### src/rtl/arm_alu_pipe.sv
// ARM data-processing ALU with NZCV flag register and condition evaluation.
// Latency: 1 cycle from accept to registered result.
// Backpressure: single output slot; in_ready = ~out_valid | out_ready.
module arm_alu_pipe #(
  parameter int WIDTH = 32
) (
  input  logic             clk,
  input  logic             rst,
  input  logic             in_valid,
  output logic             in_ready,
  input  logic [3:0]       op_sel,
  input  logic [3:0]       cond,
  input  logic             set_flags,
  input  logic [WIDTH-1:0] op1,
  input  logic [WIDTH-1:0] op2,
  input  logic             shift_carry,
  input  logic             flags_wr,
  input  logic [3:0]       flags_wr_data,
  output logic             out_valid,
  input  logic             out_ready,
  output logic [WIDTH-1:0] result,
  output logic             result_we,
  output logic             executed,
  output logic [3:0]       flags
);

  localparam logic [3:0] OP_AND = 4'b0000, OP_EOR = 4'b0001, OP_SUB = 4'b0010, OP_RSB = 4'b0011;
  localparam logic [3:0] OP_ADD = 4'b0100, OP_ADC = 4'b0101, OP_SBC = 4'b0110, OP_RSC = 4'b0111;
  localparam logic [3:0] OP_TST = 4'b1000, OP_TEQ = 4'b1001, OP_CMP = 4'b1010, OP_CMN = 4'b1011;
  localparam logic [3:0] OP_ORR = 4'b1100, OP_MOV = 4'b1101, OP_BIC = 4'b1110, OP_MVN = 4'b1111;

  logic             out_valid_q, out_valid_d;
  logic [WIDTH-1:0] result_q, result_d;
  logic             result_we_q, result_we_d;
  logic             executed_q, executed_d;
  logic [3:0]       flags_q, flags_d;

  logic             accept;
  logic             flag_n, flag_z, flag_c, flag_v;
  logic             cond_pass;
  logic [WIDTH-1:0] a, b, logic_res, alu_res;
  logic             cin, arith, test_op;
  logic [WIDTH:0]   sum;
  logic [3:0]       new_flags;

  assign {flag_n, flag_z, flag_c, flag_v} = flags_q;
  assign in_ready  = ~out_valid_q | out_ready;
  assign accept    = in_valid & in_ready;
  assign test_op   = (op_sel[3:2] == 2'b10);

  // Condition field evaluated against the flags currently in the register.
  always_comb begin
    cond_pass = 1'b0;
    case (cond)
      4'b0000: cond_pass = flag_z;
      4'b0001: cond_pass = ~flag_z;
      4'b0010: cond_pass = flag_c;
      4'b0011: cond_pass = ~flag_c;
      4'b0100: cond_pass = flag_n;
      4'b0101: cond_pass = ~flag_n;
      4'b0110: cond_pass = flag_v;
      4'b0111: cond_pass = ~flag_v;
      4'b1000: cond_pass = flag_c & ~flag_z;
      4'b1001: cond_pass = ~flag_c | flag_z;
      4'b1010: cond_pass = (flag_n == flag_v);
      4'b1011: cond_pass = (flag_n != flag_v);
      4'b1100: cond_pass = ~flag_z & (flag_n == flag_v);
      4'b1101: cond_pass = flag_z | (flag_n != flag_v);
      4'b1110: cond_pass = 1'b1;
      default: cond_pass = 1'b0;
    endcase
  end

  // Operand selection for the shared adder and the logical result per opcode.
  always_comb begin
    a         = op1;
    b         = op2;
    cin       = 1'b0;
    arith     = 1'b1;
    logic_res = '0;
    case (op_sel)
      OP_AND, OP_TST: begin arith = 1'b0; logic_res = op1 & op2;  end
      OP_EOR, OP_TEQ: begin arith = 1'b0; logic_res = op1 ^ op2;  end
      OP_ORR:         begin arith = 1'b0; logic_res = op1 | op2;  end
      OP_MOV:         begin arith = 1'b0; logic_res = op2;        end
      OP_BIC:         begin arith = 1'b0; logic_res = op1 & ~op2; end
      OP_MVN:         begin arith = 1'b0; logic_res = ~op2;       end
      OP_SUB, OP_CMP: begin b = ~op2; cin = 1'b1;   end
      OP_SBC:         begin b = ~op2; cin = flag_c; end
      OP_RSB:         begin a = op2; b = ~op1; cin = 1'b1;   end
      OP_RSC:         begin a = op2; b = ~op1; cin = flag_c; end
      OP_ADC:         begin cin = flag_c; end
      default:        begin cin = 1'b0; end   // ADD, CMN
    endcase
    sum     = {1'b0, a} + {1'b0, b} + {{WIDTH{1'b0}}, cin};
    alu_res = arith ? sum[WIDTH-1:0] : logic_res;
    new_flags[3] = alu_res[WIDTH-1];
    new_flags[2] = (alu_res == '0);
    new_flags[1] = arith ? sum[WIDTH] : shift_carry;
    new_flags[0] = arith ? ((a[WIDTH-1] == b[WIDTH-1]) & (sum[WIDTH-1] != a[WIDTH-1])) : flag_v;
  end

  // Output slot and flag next-state; a direct flag write overrides an ALU update.
  always_comb begin
    out_valid_d = out_valid_q;
    result_d    = result_q;
    result_we_d = result_we_q;
    executed_d  = executed_q;
    flags_d     = flags_q;
    if (accept) begin
      out_valid_d = 1'b1;
      result_d    = alu_res;
      executed_d  = cond_pass;
      result_we_d = cond_pass & ~test_op;
      if (cond_pass & (set_flags | test_op)) flags_d = new_flags;
    end else if (out_ready) begin
      out_valid_d = 1'b0;
    end
    if (flags_wr) flags_d = flags_wr_data;
  end

  // State registers, cleared asynchronously.
  always_ff @(posedge clk or posedge rst) begin
    if (rst) begin
      out_valid_q <= 1'b0;
      result_q    <= '0;
      result_we_q <= 1'b0;
      executed_q  <= 1'b0;
      flags_q     <= 4'b0000;
    end else begin
      out_valid_q <= out_valid_d;
      result_q    <= result_d;
      result_we_q <= result_we_d;
      executed_q  <= executed_d;
      flags_q     <= flags_d;
    end
  end

  assign out_valid = out_valid_q;
  assign result    = result_q;
  assign result_we = result_we_q;
  assign executed  = executed_q;
  assign flags     = flags_q;

endmodule

### config.mk
export PLATFORM = sky130hd
export DESIGN_NAME = arm_alu_pipe
export DESIGN_NICKNAME = d
export VERILOG_FILES = /design/src/rtl/arm_alu_pipe.sv
export SDC_FILE = /design/constraint.sdc
export NUM_CORES = 1
export LEC_CHECK = 0
export ABC_AREA = 1
export ABC_CLOCK_PERIOD_IN_PS = 2400
export CORE_UTILIZATION = 50
export CTS_BUF_LIST = sky130_fd_sc_hd__clkbuf_4 sky130_fd_sc_hd__clkbuf_8 sky130_fd_sc_hd__clkbuf_16
export DETAILED_ROUTE_END_ITERATION = 6
export GPL_TIMING_DRIVEN = 0
export PLACE_DENSITY = 0.87
export SLEW_MARGIN = 40
export SYNTH_ARGS = -nofsm -noshare
export SYNTH_HDL_FRONTEND = slang
export SYNTH_SLANG_ARGS = --single-unit
### constraint.sdc
create_clock -name clk -period 2.4 [get_ports clk]
set_input_delay 0.36 -clock clk [delete_from_list [all_inputs] [get_ports clk]]
set_output_delay 0.36 -clock clk [all_outputs]
set_load 0.02 [all_outputs]
==> impl_metrics.csv <==
group,metric,value,unit
synthesis,synth_common_cells,"440 x nand2_1, 191 x inv_1, 112 x nand3_1",
setup_path,startpoint_type,"input pin",
routing,firstDrtPassIters,7,
layout,final_nets,1674,
layout,diodes,0,
synthesis,ys_seq_elements,39,
sta,worst_pin_slew,0.774,ns
setup_path,rrSetupSlack,-0.58,ns
setup_path,crit_family,"simple AND/OR/NAND/NOR gates",
synthesis,synth.yosys.warnings,0,
setup_path,cpMostUsedCell,"nand2_1",
sta,finalSetupTns,-10.28,ns
floorplan,dieWidth,122,um
sta,setup_slack,-0.779,ns
synthesis,yosys.area.top_type_share,22.8,%
synthesis,synth_cell_types,43,
routing,drt_iter0_markers,1498,
sta,fmax,0.315,GHz
routing,wl,34700,um
clock_network,cts_made_buffers,5,
synthesis,syn-cell-area,7240,sq um
setup_path,cp-end-kind,"register",
global_route,antenna_found_initial,0,
global_route,overflow,0,
sta,fin_crit_sh,132,%
synthesis,synth.area.top_cells,"nand2_1 23%, dfrtp_1 13%, ha_1 11%",
routing,via_per_inst,6.32,
sta,drv_slew,0,
placed_design,place_area,8840,sq um
layout,layout-drive-gt1-share,30.1,%
layout,postLayoutCellArea,11500,sq um
status,violations,"DRC, setup timing",
placed_design,hpwl,22700,um
synthesis,synth-async-reset-ratio,100,%
global_route,grt_first_pass_wirelength,46200,um
floorplan,start_util,51.8,%
layout,fillCellCount,880,
placed_design,portBuffers,121,
setup_path,crit_chain,"clkdlybuf4s50_1, inv_2, nand3_1, o221ai_1, ha_1, buf_4, nand2_1, nor2_2, nand2_2, nand2_2, nand2_2, nand2_2, nand2_2, nand2_1, nand2_1, nand3_2, nand2_1, nor2_2, nand2_1, nor2_1, nand3_1, nand2_1",
setup_path,cp.required,2.63,ns
synthesis,syn_nets,1453,
clock_network,clk_path_buf_depth,2,
setup_path,crit_arrival,3.41,ns
setup_path,rr_worst_depth,19,
clock_network,cts.sink_count,39,
global_route,grt.total_usage,39.9,%
layout,utilization,81.9,%
power_and_ir_drop,power.density,485,nW/um^2
floorplan,die_h,122,um
setup_path,crit_buf_inv,3,
clock_network,htree_levels,2,
placed_design,place.gp.congestion,1.00,
clock_network,cts_tree,"done",
sta,relSlewSlack,48.4,%
setup_path,r2r-end,"flags[2]",
floorplan,dieArea,15000,sq um
setup_path,max_stage_delay,0.53,ns
clock_network,insertion_delay,0.29,ns
floorplan,io_pins,123,
hold_path,hold_class,"input pin to async pin",
layout,seqCellArea,976,sq um
sta,setup_viol,31,
routing,ant_nets,0,
routing,vias,10800,
setup_path,crit_path_max_fanout,6,
synthesis,synthCells,1305,
job,max_cap_viol_count,0,
layout,synthToLayoutAreaGrowth,58.3,%
power_and_ir_drop,p_leak,5.64,nW
sta,worst_hold_slack,0.368,ns
layout,multi_input_area,6920,sq um
floorplan,coreArea,14000,sq um
sta,skew,0.00529,ns
setup_path,cp_slowest_cell,"clkdlybuf4s50_1",
synthesis,yosysTopAreaCell,"nand2_1",
global_route,grt_pass1_vias,9091,
global_route,grt_start_max_net_pins,25,
clock_network,cts_root_buffer,"clkbuf_16",
floorplan,rows,43,
synthesis,avgSynthCellArea,5.55,sq um
power_and_ir_drop,ir_worst_vdd,0.268,mV
setup_path,rr_startpoint,"flags[1]",
synthesis,ys_seq_area_share,13.5,%
routing,routedWlPerCell,20.3,um
routing,drcViolationCount,24,
clock_network,clkSlewWorstSetupHoldPaths,0.06,ns
synthesis,synthFlopType,"dfrtp_1",
synthesis,yosysMostFrequentCell,"nand2_1",
status,status,"finished with violations",
sta,finalHoldViolCount,0,
power_and_ir_drop,design_power_total,0.00555,W
synthesis,synth_edf_count,0,
setup_path,critPathKind,"input pin to register",
sta,min_period,3.18,ns
sta,rsz0062_at_grt,"yes",
cell families (layout without fill, tap and decap cells):
kind of cell	after synthesis	after routing	synth area share, %
buf+inv	243	465	13.1
fa+ha+maj	65	65	11.4
compound gates	224	224	18.9
flops	39	39	13.5
xor+xnor	13	13	1.57
simple gates	721	721	41.5
report_power, final:
group	leakage, nW	switching [W]	internal [W]
Combinational	5.11	0.00237	0.00162
Sequential	0.462	0.0000955	0.000804
Clock	0.0703	0.000266	0.000394
Total	5.64	0.00273	0.00282
how the worst max path moves through the flow:
stage | startpoint | end | slack (ns) | cells past startpoint
after floorplan | op_sel[1] | flags[2] | -0.45 | 23
after global placement | op_sel[2] | flags[2] | -1.93 | 21
after detailed placement | op_sel[2] | flags[2] | -1.86 | 21
after CTS | op_sel[3] | flags[2] | -0.61 | 23
after global routing | op2[5] | flags[2] | -0.87 | 22
final | op2[5] | flags[2] | -0.78 | 22
placed cells by master (no fill, tap or decap), types with 18 or more instances in the layout:
cell type,count
inv_1,158
buf_6,27
buf_4,69
o21ai_0,49
nand3_2,28
nand2_4,27
nor2_1,85
ha_1,45
o21ai_1,23
inv_2,33
dfrtp_1,39
nand3_1,75
clkdlybuf4s50_1,109
o21ai_2,18
nand2_1,330
a21oi_1,29
o221ai_2,18
nand2_2,82
flip-flops by register name, indices dropped and copies added (netlist names):
| signal | flops |
|---|---|
| flags | 4 |
| result | 32 |
| result_we | 1 |
| executed | 1 |
| out_valid | 1 |
per-stage QoR:
step / instances / worst slack (ns)
2_1_floorplan: 1305 / -0.446
3_3_place_gp: 1606 / -1.93
3_5_place_dp: 1607 / -1.86
4_1_cts: 1681 / -0.608
5_1_grt: 1707 / -0.874
6_report: 1707 / -0.779
cell type report:
cell class | instances | area share, %
multi-input cells | 1023 | 60.3
flip-flops and latches | 39 | 8.52
inverters | 198 | 6.71
clock buffers | 6 | 1.16
well taps | 180 | 1.97
clock inverters | 2 | 0.109
plain buffers | 44 | 3.10
repair buffers | 215 | 18.1
routing by layer:
layer	vias to the layer above	wire, um	track usage [%]
li1	4744	-	-
met1	4815	12200	52.8
met2	931	15200	63.4
met3	301	4710	5.11
met4	0	2630	20.0
met5	-	0	0
what timing repair did:
item                                    in CTS  in global routing
hold buffers                                 0                  0
pin swaps                                   89                107
endpoints found under the setup margin      36                 35
buffers inserted                            65                 27
gates resized for setup                    277                229
gates cloned                                 1                  1
Note: power is estimated with default switching activity, not from simulation.
